File: config.mk
export PLATFORM = sky130hd
export DESIGN_NAME = sha256_msg_sched
export DESIGN_NICKNAME = d
export VERILOG_FILES = /design/src/rtl/sha256_pkg.sv /design/src/rtl/calc_w.sv /design/src/rtl/sha256_msg_sched.sv
export SDC_FILE = /design/constraint.sdc
export NUM_CORES = 2
export LEC_CHECK = 0
export ABC_CLOCK_PERIOD_IN_PS = 5310
export BUFFER_PORTS_ARGS = -buffer_cell sky130_fd_sc_hd__buf_2
export CAP_MARGIN = 30
export CORE_UTILIZATION = 50
export CTS_CLUSTER_SIZE = 28
export DETAILED_ROUTE_END_ITERATION = 8
export PLACE_DENSITY_LB_ADDON = 0.3
export SLEW_MARGIN = 25
export SYNTH_ARGS = -nofsm -noshare
export SYNTH_HDL_FRONTEND = slang
export SYNTH_SLANG_ARGS = --single-unit
File: constraint.sdc
create_clock -name i_Clk -period 5.31 [get_ports i_Clk]
set_input_delay 1.062 -clock i_Clk [delete_from_list [all_inputs] [get_ports i_Clk]]
set_output_delay 1.062 -clock i_Clk [all_outputs]
set_load 0.005 [all_outputs]
File: src/rtl/sha256_pkg.sv
// Shared types and constants for the SHA-256 message-schedule sequencer.
package sha256_pkg;

  localparam int DW         = 32;
  localparam int NWORDS     = 16;
  localparam int NROUNDS    = 64;
  localparam int LAST_ROUND = 63;

  typedef logic [DW-1:0] word_t;

  typedef enum logic [1:0] {
    IDLE,
    LOAD,
    RUN,
    DONE
  } state_t;

endpackage

File: src/rtl/calc_w.sv
// Combinational SHA-256 schedule word generator: passes the window through
// for the first 16 rounds, otherwise expands W[t] from W[t-16..t-1].
module calc_w #(
  parameter int DW     = 32,
  parameter int NWORDS = 16
) (
  input  logic [5:0]             i_Round,
  input  logic [NWORDS-1:0][DW-1:0] i_WArray,
  output logic [DW-1:0]          o_W
);

  localparam int IW = $clog2(NWORDS);

  function automatic logic [DW-1:0] rotr(input logic [DW-1:0] x, input int n);
    rotr = (x >> n) | (x << (DW - n));
  endfunction

  function automatic logic [DW-1:0] ssig0(input logic [DW-1:0] x);
    ssig0 = rotr(x, 7) ^ rotr(x, 18) ^ (x >> 3);
  endfunction

  function automatic logic [DW-1:0] ssig1(input logic [DW-1:0] x);
    ssig1 = rotr(x, 17) ^ rotr(x, 19) ^ (x >> 10);
  endfunction

  logic [DW-1:0] w_expanded;

  // Window index 0 holds W[t-16], so t-2, t-7 and t-15 sit at 14, 9 and 1.
  assign w_expanded = ssig1(i_WArray[NWORDS-2]) + i_WArray[NWORDS-7]
                    + ssig0(i_WArray[NWORDS-15]) + i_WArray[NWORDS-16];

  always_comb begin
    o_W = w_expanded;
    if (i_Round < 6'(NWORDS)) begin
      o_W = i_WArray[i_Round[IW-1:0]];
    end
  end

endmodule

File: src/rtl/sha256_msg_sched.sv
// SHA-256 message-schedule sequencer: loads 16 words, then streams W[0..63].
// Define SHA256_SCHED_ABORT_EN to add i_Abort, which drops a partial block.
module sha256_msg_sched #(
  parameter int DW      = sha256_pkg::DW,
  parameter int NWORDS  = sha256_pkg::NWORDS,
  parameter int NROUNDS = sha256_pkg::NROUNDS
) (
  input  logic          i_Clk,
  input  logic          i_Rst,
  input  logic [DW-1:0] i_MsgWord,
  input  logic          i_MsgValid,
  output logic          o_MsgReady,
  output logic [DW-1:0] o_WOut,
  output logic [5:0]    o_WRound,
  output logic          o_WValid,
  input  logic          i_WReady,
  output logic          o_BlockDone,
  output logic          o_Busy
`ifdef SHA256_SCHED_ABORT_EN
  ,
  input  logic          i_Abort
`endif
);

  import sha256_pkg::*;

  localparam int              CW         = $clog2(NWORDS);
  localparam logic [CW-1:0]   LAST_LOAD  = CW'(NWORDS - 1);
  localparam logic [5:0]      LAST_RND   = 6'(NROUNDS - 1);
  localparam logic [5:0]      FIRST_CALC = 6'(NWORDS);

  state_t                    r_state;
  state_t                    w_nextState;
  logic [CW-1:0]             r_count;
  logic [5:0]                r_round;
  logic [NWORDS-1:0][DW-1:0] r_window;
  logic [DW-1:0]             w_wCalc;
  logic                      w_abort;
  logic                      w_msgAccept;
  logic                      w_wFire;

`ifdef SHA256_SCHED_ABORT_EN
  assign w_abort = i_Abort;
`else
  assign w_abort = 1'b0;
`endif

  // A word offered together with an abort is left on the bus, not swallowed.
  assign o_MsgReady  = !i_Rst && ((r_state == IDLE) || (r_state == LOAD && !w_abort));
  assign o_WValid    = (r_state == RUN);
  assign o_BlockDone = (r_state == DONE);
  assign o_Busy      = (r_state == LOAD) || (r_state == RUN);
  assign w_msgAccept = o_MsgReady && i_MsgValid;
  assign w_wFire     = o_WValid && i_WReady;
  assign o_WOut      = w_wCalc;
  assign o_WRound    = r_round;

  calc_w #(
    .DW     (DW),
    .NWORDS (NWORDS)
  ) u_calc_w (
    .i_Round  (r_round),
    .i_WArray (r_window),
    .o_W      (w_wCalc)
  );

  always_comb begin
    w_nextState = r_state;
    case (r_state)
      IDLE: begin
        if (w_msgAccept) w_nextState = LOAD;
      end
      LOAD: begin
        if (w_abort)                                   w_nextState = IDLE;
        else if (w_msgAccept && r_count == LAST_LOAD)  w_nextState = RUN;
      end
      RUN: begin
        if (w_abort)                                   w_nextState = IDLE;
        else if (w_wFire && r_round == LAST_RND)       w_nextState = DONE;
      end
      DONE:    w_nextState = IDLE;
      default: w_nextState = IDLE;
    endcase
  end

  always_ff @(posedge i_Clk) begin
    if (i_Rst) begin
      r_state  <= IDLE;
      r_count  <= '0;
      r_round  <= '0;
      r_window <= '0;
    end else begin
      r_state <= w_nextState;
      case (r_state)
        IDLE: begin
          if (w_msgAccept) begin
            r_window[0] <= i_MsgWord;
            r_count     <= CW'(1);
          end
        end
        LOAD: begin
          if (w_abort) begin
            r_count <= '0;
            r_round <= '0;
          end else if (w_msgAccept) begin
            r_window[r_count] <= i_MsgWord;
            r_count           <= r_count + 1'b1;
            r_round           <= '0;
          end
        end
        RUN: begin
          if (w_abort) begin
            r_count <= '0;
            r_round <= '0;
          end else if (w_wFire) begin
            // From round 16 on, slide so index 0 keeps tracking W[t-16].
            if (r_round >= FIRST_CALC) begin
              for (int i = 0; i < NWORDS - 1; i++) begin
                r_window[i] <= r_window[i+1];
              end
              r_window[NWORDS-1] <= w_wCalc;
            end
            r_round <= (r_round == LAST_RND) ? 6'd0 : r_round + 1'b1;
          end
        end
        default: ;
      endcase
    end
  end

endmodule

; Word level (Yosys, flattened, before mapping)
; Index checks and enable logic that the tools add are counted.
; W data, S select, Z words.
[word_totals]
regBits = 524
inputBits = 36
out_inout_bits = 42
[op_classes]
n_addsub = 5
order_cmp = 5
eq_ne = 11
muxes = 23
n_bitwise = 8
n_reduce_logical = 18
[op_table]
columns = operator, n
row1 = $mux W512, 3
row2 = $pmux W480 S2, 1
row3 = $bwmux W512, 1
row4 = $bmux W32 S4, 1
row5 = $demux W32 S4, 1
row6 = $mux W32, 4
row7 = $add A32 B32 Y32, 3
row8 = $pmux W32 S3, 1
row9 = $xor A32 B32 Y32, 2
row10 = $or A13 B32 Y32, 1
row11 = $or A14 B32 Y32, 1
row12 = $or A15 B32 Y32, 1
row13 = $or A25 B32 Y32, 1
row14 = $xor A32 B22 Y32, 1
row15 = $xor A32 B29 Y32, 1
row16 = $mux W6, 3
row17 = $pmux W6 S2, 1
row18 = $lt A4 B5 Y1 const B, 2
row19 = $reduce_and A3 Y1, 3
row20 = $mux W4, 2
row21 = $ne A2 B1 Y1 const B, 4
row22 = $pmux W2 S4, 1
row23 = $pmux W4 S2, 1
row24 = $add A6 B1 Y6 const B, 1
row25 = 18 further kinds, 29

; Logic depth before layout (Yosys ltp)
[logic_depth]
word_depth = 10
mapped_depth = 19

; By module
; A second synthesis with hierarchy kept.
[unflattened]
hier_cells = 3342
hier_area_um2 = 30930.9
[modules_own_cells]
columns = mod, instances, cells_per_inst, area_each_um2, seq_area_each_um2
row1 = sha256_msg_sched, 1, 2488, 22238.8, 10490.1
row2 = calc_w, 1, 854, 8692.1, 0.0

; Worst setup path after synthesis
; OpenSTA, ideal clock, no wires.
[synth_timing]
path_kind = register to output
start = reg r_window[40] (netlist bit)
end = out o_WOut[31]
arrival_ps = 3745
slack_ps = 503
path_stages_with_launch = 19
n_path_buf = 1
path_cell_list = dfxtp_1 > clkbuf_1 > xnor2_1 > xnor2_1 > fa_1 > inv_1 > fa_1 > inv_1 > ha_1 > inv_1 > fa_1 > nand2b_1 > a21oi_1 > o21ai_1 > a21boi_2 > nor3b_1 > nor2_1 > a21oi_1 > a211o_1
[synth_via]
elab_chain_cells = 6
word_cells_on_any_way = 7
classes_between = 2 x add/sub / 1 x mux / 4 x bitwise
[synth_rtl]
columns = item, line_no
row1 = "start, declared", sha256_msg_sched.sv:36  ; logic [NWORDS-1:0][DW-1:0] r_window;
row2 = "start signal, assigned by index", sha256_msg_sched.sv:106  ; r_window[r_count] <= i_MsgWord;
row3 = "start signal, assigned by index", sha256_msg_sched.sv:119  ; r_window[i] <= r_window[i+1];
row4 = "start signal, assigned by index", sha256_msg_sched.sv:121  ; r_window[NWORDS-1] <= w_wCalc;
row5 = $or A25 B32 Y32 / $or A14 B32 Y32 (equally long branches), calc_w.sv:15  ; rotr = (x >> n) | (x << (DW - n));
row6 = $xor A32 B32 Y32, calc_w.sv:19  ; ssig0 = rotr(x, 7) ^ rotr(x, 18) ^ (x >> 3);
row7 = $xor A32 B29 Y32 *, calc_w.sv:19
row8 = $add A32 B32 Y32 * (2 in a row), calc_w.sv:30  ; + ssig0(i_WArray[NWORDS-15]) + i_WArray[NWORDS-16];
row9 = $mux W32 *, calc_w.sv:34  ; if (i_Round < 6'(NWORDS)) begin
row10 = "end, declared", sha256_msg_sched.sv:13  ; output logic [DW-1:0] o_WOut,
; Mark *: on every way between the ends. The rest lies on a longest branch, timed or not.

; Worst setup path in the final report
[layout_timing]
start = reg r_window[475] (netlist bit)
end = out o_WOut[18]
[layout_via]
elab_chain_cells = 7
word_cells_on_any_way = 8
classes_between = 3 x add/sub / 1 x mux / 4 x bitwise
[layout_rtl]
columns = item, line_no
row1 = $or A13 B32 Y32 / $or A15 B32 Y32 (equally long branches), calc_w.sv:15
row2 = $xor A32 B32 Y32, calc_w.sv:23  ; ssig1 = rotr(x, 17) ^ rotr(x, 19) ^ (x >> 10);
row3 = $xor A32 B22 Y32 *, calc_w.sv:23
row4 = $add A32 B32 Y32 *, calc_w.sv:29  ; assign w_expanded = ssig1(i_WArray[NWORDS-2]) + i_WArray[NWORDS-7]
row5 = $add A32 B32 Y32 * (2 in a row), calc_w.sv:30
row6 = $mux W32 *, calc_w.sv:34
; Marked as above.

==> results.yml <==
run_status:
  status: "finished with violations"
  violations: "setup timing"
synth:
  yosysMostFrequentCell: "nor2_1"
  syn_area_sq_mm: 0.0302
  yosysWarnings: 0
  synth_edf_count: 0
  synth_ff_type: "dfxtp_1"
  synthArstFlopShare_pct: 0
  syn_avg_cell_area_sq_um: 8.79
  synth_seq_cells: 524
  synth-seq-area-share_pct: 34.7
  syn_nets: 3574
  synth_top_cells_by_count: "nor2_1, a21oi_1, dfxtp_1, a211oi_1, clkbuf_1"
  ys_top_cells_by_area: "dfxtp_1, a211oi_1, mux4_2"
  synth_cells: 3436
  ys_types: 69
  synth_top_area_cell: "dfxtp_1"
  yosys.area.top_type_share_pct: 34.7
routing:
  vias: 27626
  wl_um: 111000
  routedWlPerCell_um: 26.0
  ant_nets: 0
  remaining_drc_errors: 0
  drtPass1Iterations: 7
  vias_per_cell: 6.50
  first_iter_violations: 3108
floorplan:
  initial_core_util_pct: 50.9
  dieWidth_um: 248
  die_h_um: 248
  die_area_sq_mm: 0.0614
  ioPinCount: 78
  core_area_sq_mm: 0.0594
  rows: 89
worst_setup_path:
  slowest_stage: "fa_1"
  r2r_cells: 28
  max_stage_delay_ns: 0.49
  cp.required_ns: 4.25
  cp-startpoint: "r_window[475]"
  crit_fanout: 5
  cp.buffers_inverters: 6
  reg2reg_slack_ns: 0.19
  path_cells: "xnor2_2 -> xnor2_1 -> fa_1 -> inv_1 -> fa_1 -> inv_2 -> ha_4 -> buf_6 -> nand4_1 -> buf_4 -> o31a_1 -> o21ai_4 -> buf_6 -> a21oi_4 -> xnor2_2 -> nand2_1 -> nand2_1 -> buf_2"
  critPathArrivalTime_ns: 4.65
  worst_setup_path_start_kind: "flip-flop"
  r2r-end: "r_window[497]"
  crit_type: "flip-flop to output pin"
  r2r-start: "r_window[472]"
  path_delay_family: "adder cells"
  end_kind: "output pin"
min_path:
  whs_endpoint: "r_window[494]"
  worstHoldPathType: "flip-flop to flip-flop"
  worstHoldStart: "r_window[494]"
  holdPathStages: 2
power:
  vdd_drop_max_v: 0.000327
  p_per_area_mw_per_mm2: 516
  leakage_uw: 0.0124
place:
  place.gp.congestion: 1.03
  dpl.hpwl_um: 76100
  port_buffers: 77
  dp_slack_ns: 0.0261
  placed_cell_area_sq_mm: 0.0315
grt:
  grt_max_degree: 241
  grt_pass1_vias: 25667
  grt_pass1_wl_um: 163000
  grt.overflow.total: 0
  antenna_found_initial: 2
  grt.total_usage_pct: 35.4
timing:
  slew_violations: 0
  post-route-period-util_pct: 107
  timing.hold.ws_ns: 0.498
  fin_ws_ns: -0.398
  slew_headroom_pct: 32.9
  skew_ns: 0.0172
  worst_pin_slew_ns: 1.00
  max_freq_mhz: 175
  final-hold-violation-count: 0
  setup_violations: 21
  fin_crit_ns: 5.71
  rsz0062_at_grt: "true"
clock_network:
  htreeDepth: 2
  cts_root_buf: "clkbuf_16"
  clk_latency_ns: 0.64
  cts_tree: "done"
  cts_buffers: 57
  clock_sinks: 524
  clockBufferDepth: 3
  holdBufCountCts: 0
  clk_pin_slew_worst_paths_ns: 0.06
layout:
  final_nets: 3573
  finalInstanceArea_sq_mm: 0.0352
  area_growth_pct: 16.4
  layout-drive-gt1-share_pct: 21.7
job:
  drv_cap: 0
-- worst max-delay path by stage --
stage,to,cells past startpoint
global route,o_WOut[28],19
global placement,o_WOut[31],18
detailed placement,o_WOut[31],18
finish,o_WOut[18],18
CTS,o_WOut[25],18
floorplan,o_WOut[31],18
-- power by group --
part	switching, uW	total (uW)	leakage, uW	internal (uW)
combinational	5430	9040	0.00727	3610
sequential	560	4980	0.00425	4420
clock	1740	4150	0.000935	2410
-- what timing repair did --
action,in CTS,in global routing
buffers inserted,35,19
cloned,0,0
pin swaps,44,33
setup endpoints to repair,25,28
gates resized for setup,163,79
-- worst min-delay path, cell delays in order, from the launching register on --
cell	delay, ns
dfxtp_1	0.33
nand2_1	0.06
a21oi_1	0.06
-- final cells by class --
cell class | instances | area, sq um
clock buffer | 83 | 1660
fill | 4998 | 24200
timing repair buffer | 301 | 2420
antenna | 2 | 5.00
inverter | 153 | 574
multi-input combinational | 2398 | 18700
clock inverter | 19 | 256
tap | 773 | 967
sequential | 524 | 10600
-- cell usage in the layout, fill, tap and decap left out, types with 21 or more instances in the layout --
cell type    n
buf_6       27
mux4_2     135
buf_4      179
dfxtp_1    493
xnor2_2     35
fa_1        61
a21oi_2     23
nand2_1     67
clkbuf_16   57
inv_1      148
dfxtp_2     22
nor2_1     586
buf_2       75
a22oi_1     34
nor2b_1     21
o21ai_0     21
xnor2_1     79
a21oi_1    536
a211oi_1   453
xor2_1      21
-- through the flow --
step / utilization (%) / total power, uW / TNS, ns / instances
after floorplan: - / 9860 / 0 / 3436
after global placement: 52.8 / 12400 / 0 / 4080
after detailed placement: 53.0 / 12500 / 0 / 4088
after CTS: 58.1 / 17400 / -4.55 / 4225
after global routing: 59.3 / 19000 / -7.91 / 4252
final: 59.3 / 18200 / -4.60 / 4253
-- per-layer routing --
layer	track usage (%)	up-vias	wire, um
li1	-	12320	-
met1	48.4	13494	45000
met2	53.8	1526	49200
met3	7.82	284	11500
met4	14.9	2	4830
met5	0	-	13
-- logic make-up (layout without fill, tap and decap cells) --
kind of cell,count (synthesis),count (layout),share of synthesized area [%]
AOI/OAI and AO/OA,1185,1185,24.7
xor gates and xnor gates,147,147,4.26
adders and majority gates,102,102,5.76
buffers and inverters,514,556,7.22
DFF,524,524,34.7
muxes,169,169,12.1
other,0,2,0
and+or+nand+nor,795,795,11.3
-- flip-flops by register name (all words and copies together) (netlist names) --
signal	flops
r_state	2
r_count	4
r_window	512
o_WRound	6
Note: power is estimated with default switching activity, not from simulation.
